--- config.mk ---
export PLATFORM = sky130hd
export DESIGN_NAME = bsg_manycore_ruche_edge_link_arbiter_flat
export DESIGN_NICKNAME = d
export VERILOG_FILES = /design/src/rtl/bsg_manycore_ruche_edge_link_arbiter_pkg.sv /design/src/rtl/bsg_manycore_ruche_edge_link_arbiter_if.sv /design/src/rtl/bsg_manycore_ruche_edge_rr_arb.sv /design/src/rtl/bsg_manycore_ruche_edge_link_arbiter.sv /design/src/flat_wrapper.sv
export SDC_FILE = /design/constraint.sdc
export NUM_CORES = 1
export LEC_CHECK = 0
export CAP_MARGIN = 20
export CORE_MARGIN = 4
export CORE_UTILIZATION = 43
export CTS_BUF_LIST = sky130_fd_sc_hd__clkbuf_4 sky130_fd_sc_hd__clkbuf_8
export DETAILED_ROUTE_END_ITERATION = 12
export GPL_TIMING_DRIVEN = 1
export PLACE_DENSITY = 0.83
export SLEW_MARGIN = 40
export SYNTH_ARGS = -nofsm -noshare
export SYNTH_HDL_FRONTEND = slang
export SYNTH_SLANG_ARGS = --single-unit
--- constraint.sdc ---
create_clock -name clk_i -period 3.85 [get_ports clk_i]
set_input_delay 0.385 -clock clk_i [delete_from_list [all_inputs] [get_ports clk_i]]
set_output_delay 0.385 -clock clk_i [all_outputs]
set_load 0.02 [all_outputs]
--- src/rtl/bsg_manycore_ruche_edge_link_arbiter_pkg.sv ---
// Shared types and constants for the ruche east-edge link arbiter.
// The packet struct is width-parameterised, so it is declared through a macro inside each user.
`ifndef BSG_MANYCORE_RUCHE_EDGE_PKT_MACRO
`define BSG_MANYCORE_RUCHE_EDGE_PKT_MACRO
`define BSG_DECLARE_MANYCORE_RUCHE_EDGE_PKT_S(width_mp, id_width_mp) typedef struct packed { logic [(id_width_mp)-1:0] id; logic [(width_mp)-1:0] payload; } bsg_manycore_ruche_edge_pkt_s
`endif

package bsg_manycore_ruche_edge_link_arbiter_pkg;

  localparam int e_edge_ch_mesh = 0;

  function automatic int safe_clog2(input int n);
    return (n <= 1) ? 1 : $clog2(n);
  endfunction

endpackage

--- src/rtl/bsg_manycore_ruche_edge_link_arbiter_if.sv ---
// Channel-side and link-side signals of the edge arbiter, grouped for port binding.
// Every handshake is valid/ready_and: a beat transfers in any cycle where valid and ready are both high.
interface bsg_manycore_ruche_edge_link_arbiter_if
  import bsg_manycore_ruche_edge_link_arbiter_pkg::*;
#(
  parameter int width_p          = 8,
  parameter int ruche_factor_X_p = 3
);
  localparam int num_ch_lp   = ruche_factor_X_p + 1;
  localparam int id_width_lp = safe_clog2(num_ch_lp);

  logic [num_ch_lp-1:0]           ch_v_i;
  logic [num_ch_lp*width_p-1:0]   ch_data_i;
  logic [num_ch_lp-1:0]           ch_ready_o;
  logic                           link_v_o;
  logic [id_width_lp+width_p-1:0] link_data_o;
  logic                           link_ready_i;

  logic                           link_v_i;
  logic [id_width_lp+width_p-1:0] link_data_i;
  logic                           link_ready_o;
  logic [num_ch_lp-1:0]           ch_v_o;
  logic [width_p-1:0]             ch_data_o;
  logic [num_ch_lp-1:0]           ch_ready_i;

  logic                           bad_id_o;
  // Debug view of the round-robin pointer.
  logic [id_width_lp-1:0]         rr_ptr_o;

  modport slave (
    input  ch_v_i, ch_data_i, link_ready_i, link_v_i, link_data_i, ch_ready_i,
    output ch_ready_o, link_v_o, link_data_o, link_ready_o, ch_v_o, ch_data_o,
           bad_id_o, rr_ptr_o
  );

  modport master (
    output ch_v_i, ch_data_i, link_ready_i, link_v_i, link_data_i, ch_ready_i,
    input  ch_ready_o, link_v_o, link_data_o, link_ready_o, ch_v_o, ch_data_o,
           bad_id_o, rr_ptr_o
  );
endinterface

--- src/rtl/bsg_manycore_ruche_edge_rr_arb.sv ---
// Combinational round-robin picker: first requester at or above rr_ptr_i, wrapping.
// The pointer itself is owned and advanced by the parent.
module bsg_manycore_ruche_edge_rr_arb #(
  parameter int num_ch_p   = 4,
  parameter int id_width_p = 2
) (
  input  logic [num_ch_p-1:0]   req_i,
  input  logic [id_width_p-1:0] rr_ptr_i,
  output logic [num_ch_p-1:0]   gnt_oh_o,
  output logic [id_width_p-1:0] gnt_id_o,
  output logic                  gnt_v_o
);
  int                  idx;
  logic [id_width_p-1:0] idx_w;

  always_comb begin
    gnt_oh_o = '0;
    gnt_id_o = '0;
    gnt_v_o  = 1'b0;
    idx      = 0;
    idx_w    = '0;
    for (int k = 0; k < num_ch_p; k++) begin
      idx = int'(rr_ptr_i) + k;
      if (idx >= num_ch_p) idx = idx - num_ch_p;
      idx_w = id_width_p'(idx);
      if (!gnt_v_o && req_i[idx_w]) begin
        gnt_v_o         = 1'b1;
        gnt_id_o        = idx_w;
        gnt_oh_o[idx_w] = 1'b1;
      end
    end
  end
endmodule

--- src/rtl/bsg_manycore_ruche_edge_link_arbiter.sv ---
// East-edge link sharing for one tile row: round-robin TX mux into a registered link
// output tagged with channel id, and a registered RX demux steered by that id.
module bsg_manycore_ruche_edge_link_arbiter
  import bsg_manycore_ruche_edge_link_arbiter_pkg::*;
#(
  parameter int width_p          = 8,
  parameter int ruche_factor_X_p = 3
) (
  input  logic clk_i,
  input  logic reset_n_i,
  bsg_manycore_ruche_edge_link_arbiter_if.slave link
);
  localparam int num_ch_lp   = ruche_factor_X_p + 1;
  localparam int id_width_lp = safe_clog2(num_ch_lp);

  `BSG_DECLARE_MANYCORE_RUCHE_EDGE_PKT_S(width_p, id_width_lp);

  // ---------------- TX ----------------
  logic [num_ch_lp-1:0]   gnt_oh;
  logic [id_width_lp-1:0] gnt_id;
  logic                   gnt_v;
  logic [id_width_lp-1:0] rr_ptr, rr_next;
  logic [width_p-1:0]     gnt_data;
  logic                   tx_full, can_load, tx_load;
  bsg_manycore_ruche_edge_pkt_s tx_pkt;

  bsg_manycore_ruche_edge_rr_arb #(
    .num_ch_p  (num_ch_lp),
    .id_width_p(id_width_lp)
  ) arb (
    .req_i   (link.ch_v_i),
    .rr_ptr_i(rr_ptr),
    .gnt_oh_o(gnt_oh),
    .gnt_id_o(gnt_id),
    .gnt_v_o (gnt_v)
  );

  always_comb begin
    gnt_data = '0;
    for (int i = 0; i < num_ch_lp; i++)
      if (gnt_oh[i]) gnt_data = link.ch_data_i[i*width_p +: width_p];
  end

  // Draining and reloading in the same cycle keeps one packet per cycle on the link.
  assign can_load = ~tx_full | link.link_ready_i;
  assign tx_load  = can_load & gnt_v;
  assign rr_next  = (gnt_id == id_width_lp'(num_ch_lp-1)) ? id_width_lp'(e_edge_ch_mesh)
                                                           : gnt_id + 1'b1;

  always_ff @(posedge clk_i or negedge reset_n_i) begin
    if (!reset_n_i) begin
      tx_full <= 1'b0;
      rr_ptr  <= id_width_lp'(e_edge_ch_mesh);
    end else if (tx_load) begin
      tx_full <= 1'b1;
      rr_ptr  <= rr_next;
    end else if (link.link_ready_i) begin
      tx_full <= 1'b0;
    end
  end

  always_ff @(posedge clk_i) begin
    if (tx_load) tx_pkt <= '{id: gnt_id, payload: gnt_data};
  end

  assign link.ch_ready_o  = can_load ? gnt_oh : '0;
  assign link.link_v_o    = tx_full;
  assign link.link_data_o = tx_pkt;
  assign link.rr_ptr_o    = rr_ptr;

  // ---------------- RX ----------------
  bsg_manycore_ruche_edge_pkt_s in_pkt, rx_pkt;
  logic                 rx_full, bad_id;
  logic                 in_legal, rx_legal, rx_sel_ready, rx_ready, rx_accept, rx_deq;
  logic [num_ch_lp-1:0] ch_v;

  assign in_pkt   = link.link_data_i;
  assign in_legal = {1'b0, in_pkt.id} < (id_width_lp+1)'(num_ch_lp);
  assign rx_legal = {1'b0, rx_pkt.id} < (id_width_lp+1)'(num_ch_lp);

  assign rx_sel_ready = rx_legal & link.ch_ready_i[rx_pkt.id];
  assign rx_ready     = ~rx_full | rx_sel_ready;
  assign rx_accept    = link.link_v_i & rx_ready;
  assign rx_deq       = rx_full & rx_sel_ready;

  // Illegal ids are consumed off the link but never occupy the register.
  always_ff @(posedge clk_i or negedge reset_n_i) begin
    if (!reset_n_i) begin
      rx_full <= 1'b0;
      bad_id  <= 1'b0;
    end else begin
      if (rx_accept & in_legal) rx_full <= 1'b1;
      else if (rx_deq)          rx_full <= 1'b0;
      if (rx_accept & ~in_legal) bad_id <= 1'b1;
    end
  end

  always_ff @(posedge clk_i) begin
    if (rx_accept & in_legal) rx_pkt <= in_pkt;
  end

  always_comb begin
    ch_v = '0;
    for (int i = 0; i < num_ch_lp; i++)
      ch_v[i] = rx_full & (rx_pkt.id == id_width_lp'(i));
  end

  assign link.link_ready_o = rx_ready;
  assign link.ch_v_o       = ch_v;
  assign link.ch_data_o    = rx_pkt.payload;
  assign link.bad_id_o     = bad_id;
endmodule
--- src/flat_wrapper.sv ---
// flat-port wrapper written by rule: the top's interface ports become plain ports
module bsg_manycore_ruche_edge_link_arbiter_flat import bsg_manycore_ruche_edge_link_arbiter_pkg::*;
#(
  parameter int width_p          = 8,
  parameter int ruche_factor_X_p = 3
)
  (clk_i, reset_n_i, link_ch_v_i, link_ch_data_i, link_link_ready_i, link_link_v_i, link_link_data_i, link_ch_ready_i, link_ch_ready_o, link_link_v_o, link_link_data_o, link_link_ready_o, link_ch_v_o, link_ch_data_o, link_bad_id_o, link_rr_ptr_o);
  bsg_manycore_ruche_edge_link_arbiter_if #(.width_p(width_p), .ruche_factor_X_p(ruche_factor_X_p)) link_i ();
  input  logic clk_i;
  input  logic reset_n_i;
  input wire logic [$bits(link_i.ch_v_i)-1:0] link_ch_v_i;
  input wire logic [$bits(link_i.ch_data_i)-1:0] link_ch_data_i;
  input wire logic [$bits(link_i.link_ready_i)-1:0] link_link_ready_i;
  input wire logic [$bits(link_i.link_v_i)-1:0] link_link_v_i;
  input wire logic [$bits(link_i.link_data_i)-1:0] link_link_data_i;
  input wire logic [$bits(link_i.ch_ready_i)-1:0] link_ch_ready_i;
  output wire logic [$bits(link_i.ch_ready_o)-1:0] link_ch_ready_o;
  output wire logic [$bits(link_i.link_v_o)-1:0] link_link_v_o;
  output wire logic [$bits(link_i.link_data_o)-1:0] link_link_data_o;
  output wire logic [$bits(link_i.link_ready_o)-1:0] link_link_ready_o;
  output wire logic [$bits(link_i.ch_v_o)-1:0] link_ch_v_o;
  output wire logic [$bits(link_i.ch_data_o)-1:0] link_ch_data_o;
  output wire logic [$bits(link_i.bad_id_o)-1:0] link_bad_id_o;
  output wire logic [$bits(link_i.rr_ptr_o)-1:0] link_rr_ptr_o;
  assign link_i.ch_v_i = link_ch_v_i;
  assign link_i.ch_data_i = link_ch_data_i;
  assign link_i.link_ready_i = link_link_ready_i;
  assign link_i.link_v_i = link_link_v_i;
  assign link_i.link_data_i = link_link_data_i;
  assign link_i.ch_ready_i = link_ch_ready_i;
  assign link_ch_ready_o = link_i.ch_ready_o;
  assign link_link_v_o = link_i.link_v_o;
  assign link_link_data_o = link_i.link_data_o;
  assign link_link_ready_o = link_i.link_ready_o;
  assign link_ch_v_o = link_i.ch_v_o;
  assign link_ch_data_o = link_i.ch_data_o;
  assign link_bad_id_o = link_i.bad_id_o;
  assign link_rr_ptr_o = link_i.rr_ptr_o;
  bsg_manycore_ruche_edge_link_arbiter #(.width_p(width_p), .ruche_factor_X_p(ruche_factor_X_p)) u_core (.clk_i(clk_i), .reset_n_i(reset_n_i), .link(link_i));
endmodule
* Word-level counts from Yosys, hierarchy flattened
Cells that the tools add are included.
Widths: inputs -> output; s select.
** Word-level totals
- Flip-flop bits (word level) :: 24
- Latch bits :: 0
- Bits in writable memories :: 0
- Memory bits (read-only) :: 0
- Input bits :: 54
- Output and inout port bits :: 31
- Logic and storage cells :: 103
- Memories :: 0
** Operators by class
- $add $sub $neg :: 8
- Multipliers :: 0
- Divide/modulo/power cells :: 0
- $lt $le $gt $ge :: 13
- Equality and inequality tests :: 4
- Shift operators :: 0
- Muxes and demuxes :: 44
- Bitwise gates (word level) :: 14
- Reduce and logical (&&, ||, !) cells :: 13
** Operator list (count)
- $mux 8 :: 4
- $mux 4 :: 5
- $mux 2 :: 9
- $mux 1 :: 17
- $lt 2x3->1 const B :: 5
- $or 4x4->4 :: 3
- $bmux 1 s2 :: 5
- $ge 3x3->1 const B :: 3
- $demux 1 s2 :: 4
- $ge 2x1->1 const B :: 4
- $sub 2x1->2 const B :: 4
- $and 1x1->1 :: 7
- $logic_and 1x1->1 :: 7
- $add 2x2->3 const B :: 2
- $eq 2x2->1 const B :: 3
- $reduce_bool 2->1 :: 2
- $add 2x1->3 const B :: 1
- $ge 2x3->1 const B :: 1
- $logic_not 1->1 :: 3
- $add 2x1->2 const B :: 1
- $eq 2x1->1 const B :: 1
- $logic_not 2->1 :: 1
- $not 1->1 :: 2
- $or 1x1->1 :: 2

* Logic depth before layout (Yosys ltp)
- Depth in word-level cells :: 18
- Mapped depth :: 12

* Hierarchy
A second synthesis with hierarchy kept.
** Second synthesis, totals
- Cells, all modules :: 140
- Area total of the unflattened synthesis :: 1627.8 µm²
** Modules (own cells, without submodules)
- bsg_manycore_ruche_edge_link_arbiter :: instances 1, cells each 95, area each 1206.2 µm², seq. area each 700.7 µm²
- bsg_manycore_ruche_edge_rr_arb :: instances 1, cells each 45, area each 421.7 µm², seq. area each 0.0 µm²

* Worst setup path after synthesis
No wires, ideal clock.
- Path kind :: register to output
- Start :: reg u_core.rr_ptr[0], in the netlist u_core.link.rr_ptr_o[0]
- End :: out link_ch_ready_o[1]
- Arrival time :: 2.843 ns
- Data required time :: 3.465 ns
- Path slack :: 0.622 ns
- Cell stages (with the launch flop) :: 11
- Path through :: dfrtp_1 -> buf_6 -> buf_6 -> inv_2 -> ha_1 -> and2_1 -> a2111oi_0 -> o21ai_0 -> and2_1 -> buf_2 -> a21oi_1
** On the way
- Cells in the longest elaborated chain, start to end :: 15
- Elaborated cells on any way between the ends :: 60
** RTL lines
- from (decl) :: RTL line bsg_manycore_ruche_edge_link_arbiter.sv:22 : logic [id_width_lp-1:0] rr_ptr, rr_next;
- from (signal assigned) :: RTL line bsg_manycore_ruche_edge_link_arbiter.sv:53 : rr_ptr <= id_width_lp'(e_edge_ch_mesh);
- from (signal assigned) :: RTL line bsg_manycore_ruche_edge_link_arbiter.sv:56 : rr_ptr <= rr_next;
- branches (longest 13 deep; another with $add 2x1->3)
- $mux 4 (*) :: RTL line bsg_manycore_ruche_edge_rr_arb.sv:26 : if (!gnt_v_o && req_i[idx_w]) begin
- $mux 4 (*) :: RTL line bsg_manycore_ruche_edge_link_arbiter.sv:66 : assign link.ch_ready_o = can_load ? gnt_oh : '0;
- to (decl) :: RTL line flat_wrapper.sv:17 : output wire logic [$bits(link_i.ch_ready_o)-1:0] link_ch_ready_o;
Mark *: on every way between the ends. The select of a mux whose other input is x is not followed.

* Final worst setup path
- Start :: in link_ch_v_i[3]
- End :: out link_ch_ready_o[1]
** On the way
- Cells in the longest elaborated chain, start to end :: 13
- Elaborated cells on any way between the ends :: 25
** RTL lines
- from (decl) :: RTL line flat_wrapper.sv:11 : input wire logic [$bits(link_i.ch_v_i)-1:0] link_ch_v_i;
- $bmux 1 s2 :: RTL line bsg_manycore_ruche_edge_rr_arb.sv:26
- $mux 1 (not written as such) :: RTL line bsg_manycore_ruche_edge_rr_arb.sv:26
- $mux 1 :: RTL line bsg_manycore_ruche_edge_rr_arb.sv:26
- $logic_not 1->1 :: RTL line bsg_manycore_ruche_edge_rr_arb.sv:26
- $logic_and 1x1->1 :: RTL line bsg_manycore_ruche_edge_rr_arb.sv:26
- $mux 1 :: RTL line bsg_manycore_ruche_edge_rr_arb.sv:26
- $logic_not 1->1 :: RTL line bsg_manycore_ruche_edge_rr_arb.sv:26
- $logic_and 1x1->1 :: RTL line bsg_manycore_ruche_edge_rr_arb.sv:26
- $mux 1 :: RTL line bsg_manycore_ruche_edge_rr_arb.sv:26
- $logic_not 1->1 :: RTL line bsg_manycore_ruche_edge_rr_arb.sv:26
- $logic_and 1x1->1 :: RTL line bsg_manycore_ruche_edge_rr_arb.sv:26
- $mux 4 (*) :: RTL line bsg_manycore_ruche_edge_rr_arb.sv:26
- $mux 4 (*) :: RTL line bsg_manycore_ruche_edge_link_arbiter.sv:66
Every way passes the cells marked *; elsewhere a longest branch is shown, timed or not. The select of a mux whose other input is x is not followed.

==> impl_metrics.tcl <==
set metrics [dict create \
    outcome "completed" \
    diodes 0 \
    final_cell_count_no_fill 294 \
    seqPwrFrac_pct 20.6 \
    io_pins 85 \
    max_freq_mhz 283 \
    synthCells 169 \
    hold_buffers 0 \
    finClkSkew_ns 0.00527 \
    antenna_left 0 \
    finalPower_w 0.00216 \
    route.vias.total 1564 \
    cts_resized 0 \
    cts.sinks 24 \
    insertion_delay_ns 0.27 \
    drive_gt1_share_pct 13.1 \
    synth-seq-cells 24 \
    drc 0 \
    tritoncts "done" \
    gp_congestion 0.843 \
    cts_setup_buffers 0 \
    initial_core_util_pct 45.2 \
    clk_path_buf_depth 2 \
    fin_crit_sh_pct 91.8 \
    clockRootBuffer "clkbuf_8" \
    power_density_mw_per_mm2 803 \
    synthFlopType "edfxtp_1" \
    cp.required_ns 3.46 \
    ir_drop_v 0.000635 \
    cts_made_buffers 3 \
    critical_path_class "input port to output pin" \
    finalHoldViolCount 0 \
    p_leak_nw 1.03 \
    mostFrequentLayoutCell "clkdlybuf4s50_1" \
    firstDrtPassIters 4 \
    p_comb_share_pct 69.2 \
    path_max_fanout 14 \
    portBuffers 83 \
    avgSynthCellArea_um2 10.9 \
    multi_input_area_um2 925 \
    core_area_mm2 0.00406 \
    final_max_slew_viol_count 0 \
    sw_frac_of_total_pct 42.3 \
    syn_to_final_growth_pct 46.7 \
    wl_per_cell_um 16.4 \
    p_switching_w 0.000915 \
    intPower_w 0.00125 \
    cp-start-kind "input port" \
    final_cell_mix "clkdlybuf4s50_1 (83), edfxtp_1 (20), inv_1 (13), nor2_1 (13)" \
    slew_headroom_pct 66.0 \
    dp_cells 290 \
    rows 23 \
    rsz0062_at_grt "no" \
    ys_types 42 \
    yosys_warnings 0 \
    fp.dieH_um 73.3 \
    async_flop_share_pct 16.7 \
    tightest_slew_ns 0.509 \
    hpwl_um 3850 \
    synth_edf_count 20 \
    drt_first_iter_violations 130 \
    clk_pin_slew_worst_paths_ns 0.09 \
    grt-ovfl-total 0 \
    gr-usage-all-layers_pct 17.5 \
    setup_viol_count_final 0 \
    setup_tns_ns 0 \
    hold_class "input port to asynchronous set/reset pin" \
    die-area_mm2 0.00537 \
    antenna_found_initial 0 \
    final_util_pct 66.3 \
    drt-vias-per-instance 5.32 \
    seq_area_um2 701 \
    grt_pass1_wl_um 7310 \
    cp.arrival_ns 3.15 \
    first_global_vias 1516 \
    timing.final.crit_period_ns 3.53 \
    die_w_um 73.3 \
    clockPowerShare_pct 10.2 \
    final_nets 307 \
    syn_nets 231 \
    cap_viol_max_count 0 \
    grt_max_degree 19 \
    end_kind "output pin" \
    ys_seq_area_share_pct 38.2 \
    drt-total-wl_um 4820 \
    htreeDepth 1 \
    syn-cell-area_mm2 0.00183 \
    nFillCells 324 \
]
## metal layers
metal / share of wire [%] / GRT usage [%] / vias to the layer above
met5: 0 / 0 / -
met4: 1.7 / 5.63 / 0
met3: 7.7 / 2.05 / 6
met2: 52 / 31.4 / 61
met1: 39 / 21.7 / 737
li1: - / - / 760
## synthesized netlist by cell type (2+ instances only)
library cell	n	area (µm²)
edfxtp_1	20	601
inv_1	13	48.8
nor2_1	13	48.8
and2_1	11	68.8
nand2_1	11	41.3
buf_4	10	75.1
a221oi_2	9	135
a32oi_1	8	70.1
ha_1	8	100
buf_6	6	67.6
a21oi_1	5	25.0
mux4_2	5	113
o21ai_0	5	25.0
dfrtp_1	4	100
mux2i_1	3	30.0
nand2b_1	3	18.8
nor2b_1	3	18.8
o21ai_1	3	15.0
a2111oi_0	2	17.5
buf_2	2	10.0
inv_2	2	7.51
nor3_1	2	10.0
or2_1	2	12.5
## layout make-up
cell class | instances | area share (%)
Clock buffer | 3 | 1.53
Clock inverter | 1 | 1.12
Inverter | 15 | 2.09
Multi-Input combinational cell | 112 | 34.4
Sequential cell | 24 | 26.0
Tap cell | 50 | 2.32
Timing Repair Buffer | 89 | 32.5
## sequential cells by signal (all words and copies together) (netlist names)
signal / count
u_core.link.ch_data_o: 8
u_core.link.link_v_o: 1
u_core.rx_full: 1
u_core.rx_pkt: 2
u_core.link.rr_ptr_o: 2
u_core.link.link_data_o: 10
## through the flow
| stage | setup WS, ns | area (µm²) | hold WS (ns) |
|---|---|---|---|
| 3_3_place_gp | 0.366 | 2620 | 0.570 |
| 3_5_place_dp | 0.323 | 2620 | 0.583 |
| 5_1_grt | 0.160 | 2690 | 0.320 |
| 4_1_cts | 0.312 | 2690 | 0.309 |
| 6_report | 0.316 | 2690 | 0.306 |
| 2_1_floorplan | 0.622 | 1830 | 0.0894 |
## power groups by stage
stage / logic (W) / clock network (W) / registers [W]
detailed placement: 0.00149 / 0 / 0.000452
CTS: 0.00150 / 0.000224 / 0.000446
finish: 0.00150 / 0.000221 / 0.000445
floorplan: 0.00103 / 0 / 0.000550
global route: 0.00163 / 0.000234 / 0.000451
global placement: 0.00147 / 0 / 0.000449
## final timing paths
path / start / end / slack [ns] / cells after the start
max in group asynchronous: reset_n_i / u_core.rx_full$_DFFE_PN0P_ / 3.38 / 1
worst min register to register: u_core.link.rr_ptr_o[0]$_DFFE_PN0P_ / u_core.link.rr_ptr_o[0]$_DFFE_PN0P_ / 0.60 / 2
worst max-delay path: link_ch_v_i[3] / link_ch_ready_o[1] / 0.32 / 7
worst max register to register: u_core.link.rr_ptr_o[1]$_DFFE_PN0P_ / u_core.link.link_data_o[3]$_DFFE_PP_ / 1.04 / 10
min in group clk_i: u_core.link.rr_ptr_o[0]$_DFFE_PN0P_ / u_core.link.rr_ptr_o[0]$_DFFE_PN0P_ / 0.60 / 2
worst min-delay path: reset_n_i / u_core.link.rr_ptr_o[0]$_DFFE_PN0P_ / 0.31 / 1
## logic make-up after synthesis
kind of cell | synth area share, %
fa+ha+maj | 5.46
other cells | 0.204
mux | 9.00
buf+inv | 11.4
flops | 38.2
simple gates | 17.1
compound gates | 18.7
## worst max-delay path, stage by stage
cell and delay [ns]:
clkdlybuf4s50_1 0.51, mux4_2 0.66, nor4b_4 0.42, nand2_1 0.11
and2_1 0.26, a21oi_1 0.18, clkdlybuf4s50_1 0.62
(Power assumes the default switching activity.)
